## src/rtl/demodulador_pwm.sv

```systemverilog
`default_nettype none
// ============================================================================
// Module      : demodulador_pwm
// Description : Recovers a FRAME_BITS-wide sample stream from a single-bit PWM
//               line. The line is synchronized, its high time is integrated
//               over a free-running frame of 2^FRAME_BITS cycles, and the
//               count is mapped back to the sample value. Samples are offered
//               downstream through a valid/ready handshake.
//
// Ports       : clk         - system clock, rising edge
//               reset_n     - synchronous, active-low reset
//               pwm_in      - PWM line, asynchronous to clk
//               dato        - last recovered sample
//               dato_valid  - dato holds an unconsumed sample
//               dato_ready  - consumer accepts dato when valid & ready
//               activo      - last completed frame saw a rising edge
//               overrun     - sticky: an unconsumed sample was overwritten
//
// Revision    : 1.0 - initial release
// ============================================================================
module demodulador_pwm #(
    parameter int FRAME_BITS = 8
) (
    input  logic                  clk,
    input  logic                  reset_n,
    input  logic                  pwm_in,
    output logic [FRAME_BITS-1:0] dato,
    output logic                  dato_valid,
    input  logic                  dato_ready,
    output logic                  activo,
    output logic                  overrun
);

    // ------------------------------------------------------------------------
    // Constants
    // ------------------------------------------------------------------------
    localparam logic [FRAME_BITS-1:0] c_FC_MAX  = {FRAME_BITS{1'b1}};
    localparam logic [FRAME_BITS-1:0] c_ONE     = {{(FRAME_BITS-1){1'b0}}, 1'b1};
    localparam logic [FRAME_BITS-1:0] c_ZERO    = {FRAME_BITS{1'b0}};
    localparam logic [FRAME_BITS:0]   c_HC_ZERO = {(FRAME_BITS+1){1'b0}};

    // State encoding
    localparam logic [0:0] c_ST_DESCARTE = 1'b0;  // first frame after reset is dropped
    localparam logic [0:0] c_ST_MIDIENDO = 1'b1;  // normal measurement

    // ------------------------------------------------------------------------
    // Registers
    // ------------------------------------------------------------------------
    logic                  r_sync_meta;
    logic                  r_pwm_s;
    logic                  r_pwm_p;
    logic [FRAME_BITS-1:0] r_fc;
    logic [FRAME_BITS:0]   r_hc;
    logic                  r_ef;
    logic [0:0]            r_state;
    logic [FRAME_BITS-1:0] r_dato;
    logic                  r_dato_valid;
    logic                  r_activo;
    logic                  r_overrun;

    // ------------------------------------------------------------------------
    // Combinational signals
    // ------------------------------------------------------------------------
    logic                  w_fin;
    logic                  w_rise;
    logic [FRAME_BITS:0]   w_total;
    logic [FRAME_BITS-1:0] w_sample;
    logic [0:0]            w_state_nxt;
    logic                  w_load;
    logic                  w_accept;

    assign w_fin    = (r_fc == c_FC_MAX);
    assign w_rise   = r_pwm_s & ~r_pwm_p;
    assign w_accept = r_dato_valid & dato_ready;

    // The last cycle of the frame is added here rather than in r_hc so the
    // counter can be cleared on the same edge without losing that cycle.
    assign w_total  = r_hc + {{FRAME_BITS{1'b0}}, r_pwm_s};

    // A sample s produces s+1 high cycles, so subtract one. A full frame of
    // highs (top bit set, low bits zero) maps to all ones; an all-low frame
    // stays at zero instead of wrapping.
    always_comb begin
        w_sample = c_ZERO;
        if (w_total[FRAME_BITS]) begin
            w_sample = c_FC_MAX;
        end else if (w_total[FRAME_BITS-1:0] != c_ZERO) begin
            w_sample = w_total[FRAME_BITS-1:0] - c_ONE;
        end
    end

    // ------------------------------------------------------------------------
    // Input synchronizer and edge history
    // ------------------------------------------------------------------------
    always_ff @(posedge clk) begin
        if (!reset_n) begin
            r_sync_meta <= 1'b0;
            r_pwm_s     <= 1'b0;
            r_pwm_p     <= 1'b0;
        end else begin
            r_sync_meta <= pwm_in;
            r_pwm_s     <= r_sync_meta;
            r_pwm_p     <= r_pwm_s;
        end
    end

    // ------------------------------------------------------------------------
    // Frame counter, high counter and edge flag
    // ------------------------------------------------------------------------
    always_ff @(posedge clk) begin
        if (!reset_n) begin
            r_fc <= c_ZERO;
            r_hc <= c_HC_ZERO;
            r_ef <= 1'b0;
        end else begin
            r_fc <= r_fc + c_ONE;
            if (w_fin) begin
                r_hc <= c_HC_ZERO;
                r_ef <= 1'b0;
            end else begin
                r_hc <= w_total;
                r_ef <= r_ef | w_rise;
            end
        end
    end

    // ------------------------------------------------------------------------
    // State machine
    // ------------------------------------------------------------------------
    always_ff @(posedge clk) begin
        if (!reset_n) begin
            r_state <= c_ST_DESCARTE;
        end else begin
            r_state <= w_state_nxt;
        end
    end

    always_comb begin
        w_state_nxt = r_state;
        w_load      = 1'b0;
        case (r_state)
            c_ST_DESCARTE: begin
                // Synchronizer was still filling during this frame.
                if (w_fin) begin
                    w_state_nxt = c_ST_MIDIENDO;
                end
            end
            c_ST_MIDIENDO: begin
                if (w_fin) begin
                    w_load = 1'b1;
                end
            end
            default: begin
                w_state_nxt = c_ST_DESCARTE;
            end
        endcase
    end

    // ------------------------------------------------------------------------
    // Output registers and handshake
    // ------------------------------------------------------------------------
    always_ff @(posedge clk) begin
        if (!reset_n) begin
            r_dato       <= c_ZERO;
            r_dato_valid <= 1'b0;
            r_activo     <= 1'b0;
            r_overrun    <= 1'b0;
        end else begin
            if (w_load) begin
                // A new sample wins over a same-edge accept: valid stays
                // high and nothing was lost, so overrun only when the old
                // sample was not being taken.
                r_dato       <= w_sample;
                r_activo     <= r_ef | w_rise;
                r_dato_valid <= 1'b1;
                if (r_dato_valid && !dato_ready) begin
                    r_overrun <= 1'b1;
                end
            end else if (w_accept) begin
                r_dato_valid <= 1'b0;
            end
        end
    end

    assign dato       = r_dato;
    assign dato_valid = r_dato_valid;
    assign activo     = r_activo;
    assign overrun    = r_overrun;

endmodule
`default_nettype wire

```

## config.mk

```make
export PLATFORM = sky130hd
export DESIGN_NAME = demodulador_pwm
export DESIGN_NICKNAME = d
export VERILOG_FILES = /design/src/rtl/demodulador_pwm.sv
export SDC_FILE = /design/constraint.sdc
export NUM_CORES = 1
export LEC_CHECK = 0
export CAP_MARGIN = 15
export CORE_ASPECT_RATIO = 1.1
export CORE_UTILIZATION = 49
export DETAILED_ROUTE_END_ITERATION = 6
export MAX_ROUTING_LAYER = met4
export PLACE_DENSITY = 0.82
export SLEW_MARGIN = 20
export SYNTH_ARGS = -nofsm -noshare
export SYNTH_HDL_FRONTEND = slang
export SYNTH_SLANG_ARGS = --single-unit
```

## constraint.sdc

```tcl
create_clock -name clk -period 5 [get_ports clk]
set_clock_uncertainty 0.05 [all_clocks]
set_input_delay 1 -clock clk [delete_from_list [all_inputs] [get_ports clk]]
set_output_delay 1 -clock clk [all_outputs]
set_load 0.005 [all_outputs]
```

# After elaboration in Yosys (flattened, before gate mapping)
# Cells that the tools add are included.
totals:
  ff_bits: 33
  input_bits: 4
  output_inout_bits: 11
  wordCells: 33
classes:
  addsub: 3
  eq_ne: 1
  mux: 7
  bitwise: 5
  n_reduce_logical: 6
ops:
  columns: ["cell", "n"]
  rows:
  - ["2-to-1 mux 8 bit", 2]
  - ["adder 9 x 1 -> 9 bit", 1]
  - ["adder 8 x 1 -> 8 bit (second input constant)", 1]
  - ["== test 8 bit (second input constant)", 1]
  - ["nonzero test 8 bit", 1]
  - ["subtractor 8 x 1 -> 8 bit (second input constant)", 1]
  - ["2-to-1 mux 1 bit", 5]
  - ["AND 1 bit", 2]
  - ["inverter 1 bit", 2]
  - ["AND reduction 2 bit", 1]
  - ["nonzero test 2 bit", 1]
  - ["OR reduction 2 bit", 1]
  - ["logical AND 1 bit", 1]
  - ["zero test 1 bit", 1]
  - ["OR 1 bit", 1]

# Logic depth before layout (Yosys ltp)
logic_depth:
  word_depth: 4
  ltp_mapped: 9

# Least setup slack after synthesis
# No wires, ideal clock.
synth_timing:
  path_kind: "flip-flop to flip-flop"
  from: "register r_pwm_s"
  to: "register r_dato[1], in the netlist dato[1]"
  setup_ps: 119
  arrival_ps: 1893
  t_required_ps: 4831
  path_slack_ps: 2938
  path_stages_with_launch: 10
  n_path_buf: 2
  period_less_slack_ps: 2062
  cell_sequence: "dfxtp_1 -> ha_1 -> and4_4 -> buf_6 -> or4_1 -> nand2_1 -> and3b_1 -> buf_6 -> nor2_2 -> o221a_2"
synth_between:
  elab_chain_len: 4
synth_lines:
  columns: ["element", "line_no", "rtl"]
  rows:
  - ["start, declared", "50", "logic r_pwm_s;"]
  - ["start signal, assigned", "102", "r_pwm_s <= r_sync_meta;"]
  - ["adder 9 x 1 -> 9 bit *", "78", "assign w_total = r_hc + {{FRAME_BITS{1'b0}}, r_pwm_s};"]
  - ["subtractor 8 x 1 -> 8 bit / nonzero test 8 bit (equally long branches)", "88, 87", null]
  - ["2-to-1 mux 8 bit", "87", "end else if (w_total[FRAME_BITS-1:0] != c_ZERO) begin"]
  - ["2-to-1 mux 8 bit *", "85", "if (w_total[FRAME_BITS]) begin"]
  - ["end signal, assigned", "164", "r_dato <= c_ZERO;"]
  - ["end signal, assigned", "173", "r_dato <= w_sample;"]
  - ["end, declared", "56", "logic [FRAME_BITS-1:0] r_dato;"]
# Every way passes the cells marked *; elsewhere a longest branch is shown, timed or not.
# A chain may end at the register's enable or synchronous reset.

# Final worst setup path
layout_timing:
  from: "input port reset_n"
  to: "register r_hc[3]"
layout_between:
  elab_chain_len: 2
layout_lines:
  columns: ["element", "line_no", "rtl"]
  rows:
  - ["start, declared", "25", "input logic reset_n,"]
  - ["inverter 1 bit (no source line)", null, null]
  - ["OR reduction 2 bit (no source line)", null, null]
  - ["end signal, assigned", "113", "r_hc <= c_HC_ZERO;"]
  - ["end signal, assigned", "118", "r_hc <= c_HC_ZERO;"]
  - ["end signal, assigned", "121", "r_hc <= w_total;"]
  - ["end, declared", "53", "logic [FRAME_BITS:0] r_hc;"]
# Every way passes these cells.

==> metrics <==
area occupied by registers=about 660 um^2; clock-pin slew on the worst setup and hold paths=about 0.10 ns; std cell rows=21; final max-slew violation count=0; met3 Use GR=between 5 and 6%; n_diodes=0; Pleak=0.676 nW; Port Buffers=14; Hold Startpoint=r_sync_meta$_SDFF_PN0_; initial core utilization=between 50% and 60%; met1 global-route usage=between 20% and 30%; r2r setup slk=around 2.7 ns; Post-Syn Nets=193; Area Overhead vs Synth=9.73%; Netlist Area Pre-Place=approximately 1600 um^2; Final Cycle Share=46.8%; RSZ-0062 raised after global routing=no; Setup violations, final=0; startpoint types=input port; outcome=finished with violations; synth top area cells=dfxtp_1 (40%), xnor2_1 (6.9%), nor2_1 (4.1%), and2_1 (3.8%), ha_1 (3.8%); Crit-path slowest cell=clkdlybuf4s50_1; final core utilization=between 50% and 60%; critical path type=in -> reg; Multi-input gate area=about 870 um^2; Mean Syn Cell Area=~8.9 um^2; DIE AREA=between 3000 and 4000 um^2; Final Non-Filler Cells=224; worst hold path class=reg -> reg; H-tree levels=2; asr flop ratio synth=0%; Setup crit start=reset_n; Worst EP required=5.22 ns; CP peak stage delay=approximately 0.96 ns; Via-to-Cell Ratio=about 5.7; post-cts hold buffer count=0; fillcell total=280; top_reg_cell synth=dfxtp_1; largest net degree at the start of global routing=27; Distinct cells, synth=46; share of cells above drive strength 1=under 10%; Critical Path End Type=flop; WL/cell=14.1 um; synthesis-stage register bit count=33; crit path max fanout=26; min cycle time layout=around 2.3 ns; total core area=3130 um^2; nets=slightly below 200; CTS Buffer Depth=2; Synth area leader=dfxtp_1; worst r2r src=r_fc[0]$_SDFF_PN0_; Syn Inst Count=between 150 and 200; drt total wl=between 3000 and 4000 um; worst path arrival time=between 2 and 3 ns; Fin. Hold Viols=0; share of the synthesized area in the top cell type=40.2%; die width=between 50 and 60 um; TritonCTS Buffers=5; Seq/Total Area, Yosys=between 40% and 50%; GR Util met2=between 30% and 40%; max-cap viol count=0; most frequent cell after synthesis=dfxtp_1; first-pass GRT wire length=5620 um; Post-CTS Resized=0; Die H=62.8 um; Rel. slew slack=between 40% and 50%; routability cong.=0.918; CP Cell Sequence=clkdlybuf4s50_1 -> nand2b_1 -> nor2_1; EDFF count, synth=0; DR iter-0 viols=between 70 and 80; vias in the first global route=between 1000 and 1500; Residual DRC=10; First-pass DRT Iterations=6; GRT Util Overall=a little over a fifth; failing checks=design-rule violations; CTS root buf=clkbuf_4; via count=between 1000 and 1500; CTS tree=done; # clock sinks=33; placed instance area=between 1500 and 2000 um^2; VDD IR max=about 140 uV; synth cell count leaders=dfxtp_1 (33), nor2_1 (18), nand2_1 (15), xnor2_1 (13), and2_1 (10); Detail Route Antenna Nets=0; Setup Buffers After CTS=0; clock latency on the worst-skew pair=roughly 0.33 ns; Ports=15; post-placement cell count=between 200 and 250; most used routing layer=met2; Slew @ Worst Pin=approximately 0.76 ns; total gr overflow=0; detailed placement HPWL=roughly 2400 um; fmax=around 430 MHz; Yosys Warn Count=0; post-route cell area=around 1800 um^2; overall power=~500 uW; initial antenna violation count=0; P per Cell Area=~270 nW/um^2; TNS Setup=0 ns
metal layers:
| layer | part of all wire [%] | wire length, um |
|---|---|---|
| met5 | 0 | 0 |
| met4 | 2.0 | 63 |
| met3 | 5.4 | 172 |
| met2 | 50 | 1570 |
| met1 | 43 | 1360 |
state kept, by name, summed over array words and instances, names as in the netlist:
| register | flops |
|---|---|
| r_sync_meta | 1 |
| activo | 1 |
| r_ef | 1 |
| dato | 8 |
| r_pwm_p | 1 |
| overrun | 1 |
| r_pwm_s | 1 |
| r_fc | 8 |
| dato_valid | 1 |
| r_state | 1 |
| r_hc | 9 |
final timing paths:
kind / endpoint / cells past startpoint
max: r_hc[3]$_SDFF_PP0_ / 3
min: r_pwm_s$_SDFF_PN0_ / 1
max reg2reg: dato[1]$_SDFFE_PN0P_ / 6
min reg2reg: r_pwm_s$_SDFF_PN0_ / 1
area by class of cell:
type,count,share of cell area [%]
inverters,4,0.832
repair buffers,14,7.76
clock buffers,5,2.08
clock inverters,2,1.94
multi-input cells,132,48.4
well taps,34,2.36
flip-flops and latches,33,36.6
cells in the final DEF, fill, tap and decap left out, types with 3 or more instances in the layout:
cell type / n
dfxtp_1: 33
nor2_1: 18
nand2_1: 15
clkdlybuf4s50_1: 14
xnor2_1: 13
and2_1: 10
nand3_1: 7
nor3_1: 6
o221a_1: 5
xor2_1: 5
ha_1: 5
clkbuf_4: 5
inv_1: 4
o21ai_0: 4
nor2b_1: 4
or3_1: 3
a21oi_1: 3
power breakdown:
group | leakage [nW] | total, mW | switching [mW] | internal [mW]
combinational | 0.368 | 0.0386 | 0.0223 | 0.0163
sequential | 0.267 | 0.270 | 0.00319 | 0.267
clock | 0.0410 | 0.188 | 0.0858 | 0.102
total | 0.676 | 0.496 | 0.111 | 0.385
worst max-delay path: cells and delay by family:
kind / cells / cell delay [ns]
and+or+nand+nor: 2 / 0.59
buffers and inverters: 1 / 0.96
cell families after synthesis:
family | Yosys count | share of synthesized area [%]
and+or+nand+nor | 76 | 23.5
DFF | 33 | 40.2
AOI/OAI and AO/OA | 32 | 15.7
buffers and inverters | 19 | 6.69
xor gates and xnor gates | 18 | 9.58
adders and majority gates | 5 | 3.80
muxes | 1 | 0.608
metrics by stage:
stage / worst slack, ns / hold WS, ns
6_report: 2.66 / 0.418
5_1_grt: 2.42 / 0.429
4_1_cts: 2.65 / 0.420
3_5_place_dp: 2.35 / 0.388
3_3_place_gp: 2.46 / 0.377
2_1_floorplan: 2.94 / 0.362
Note: power is estimated with default switching activity, not from simulation.
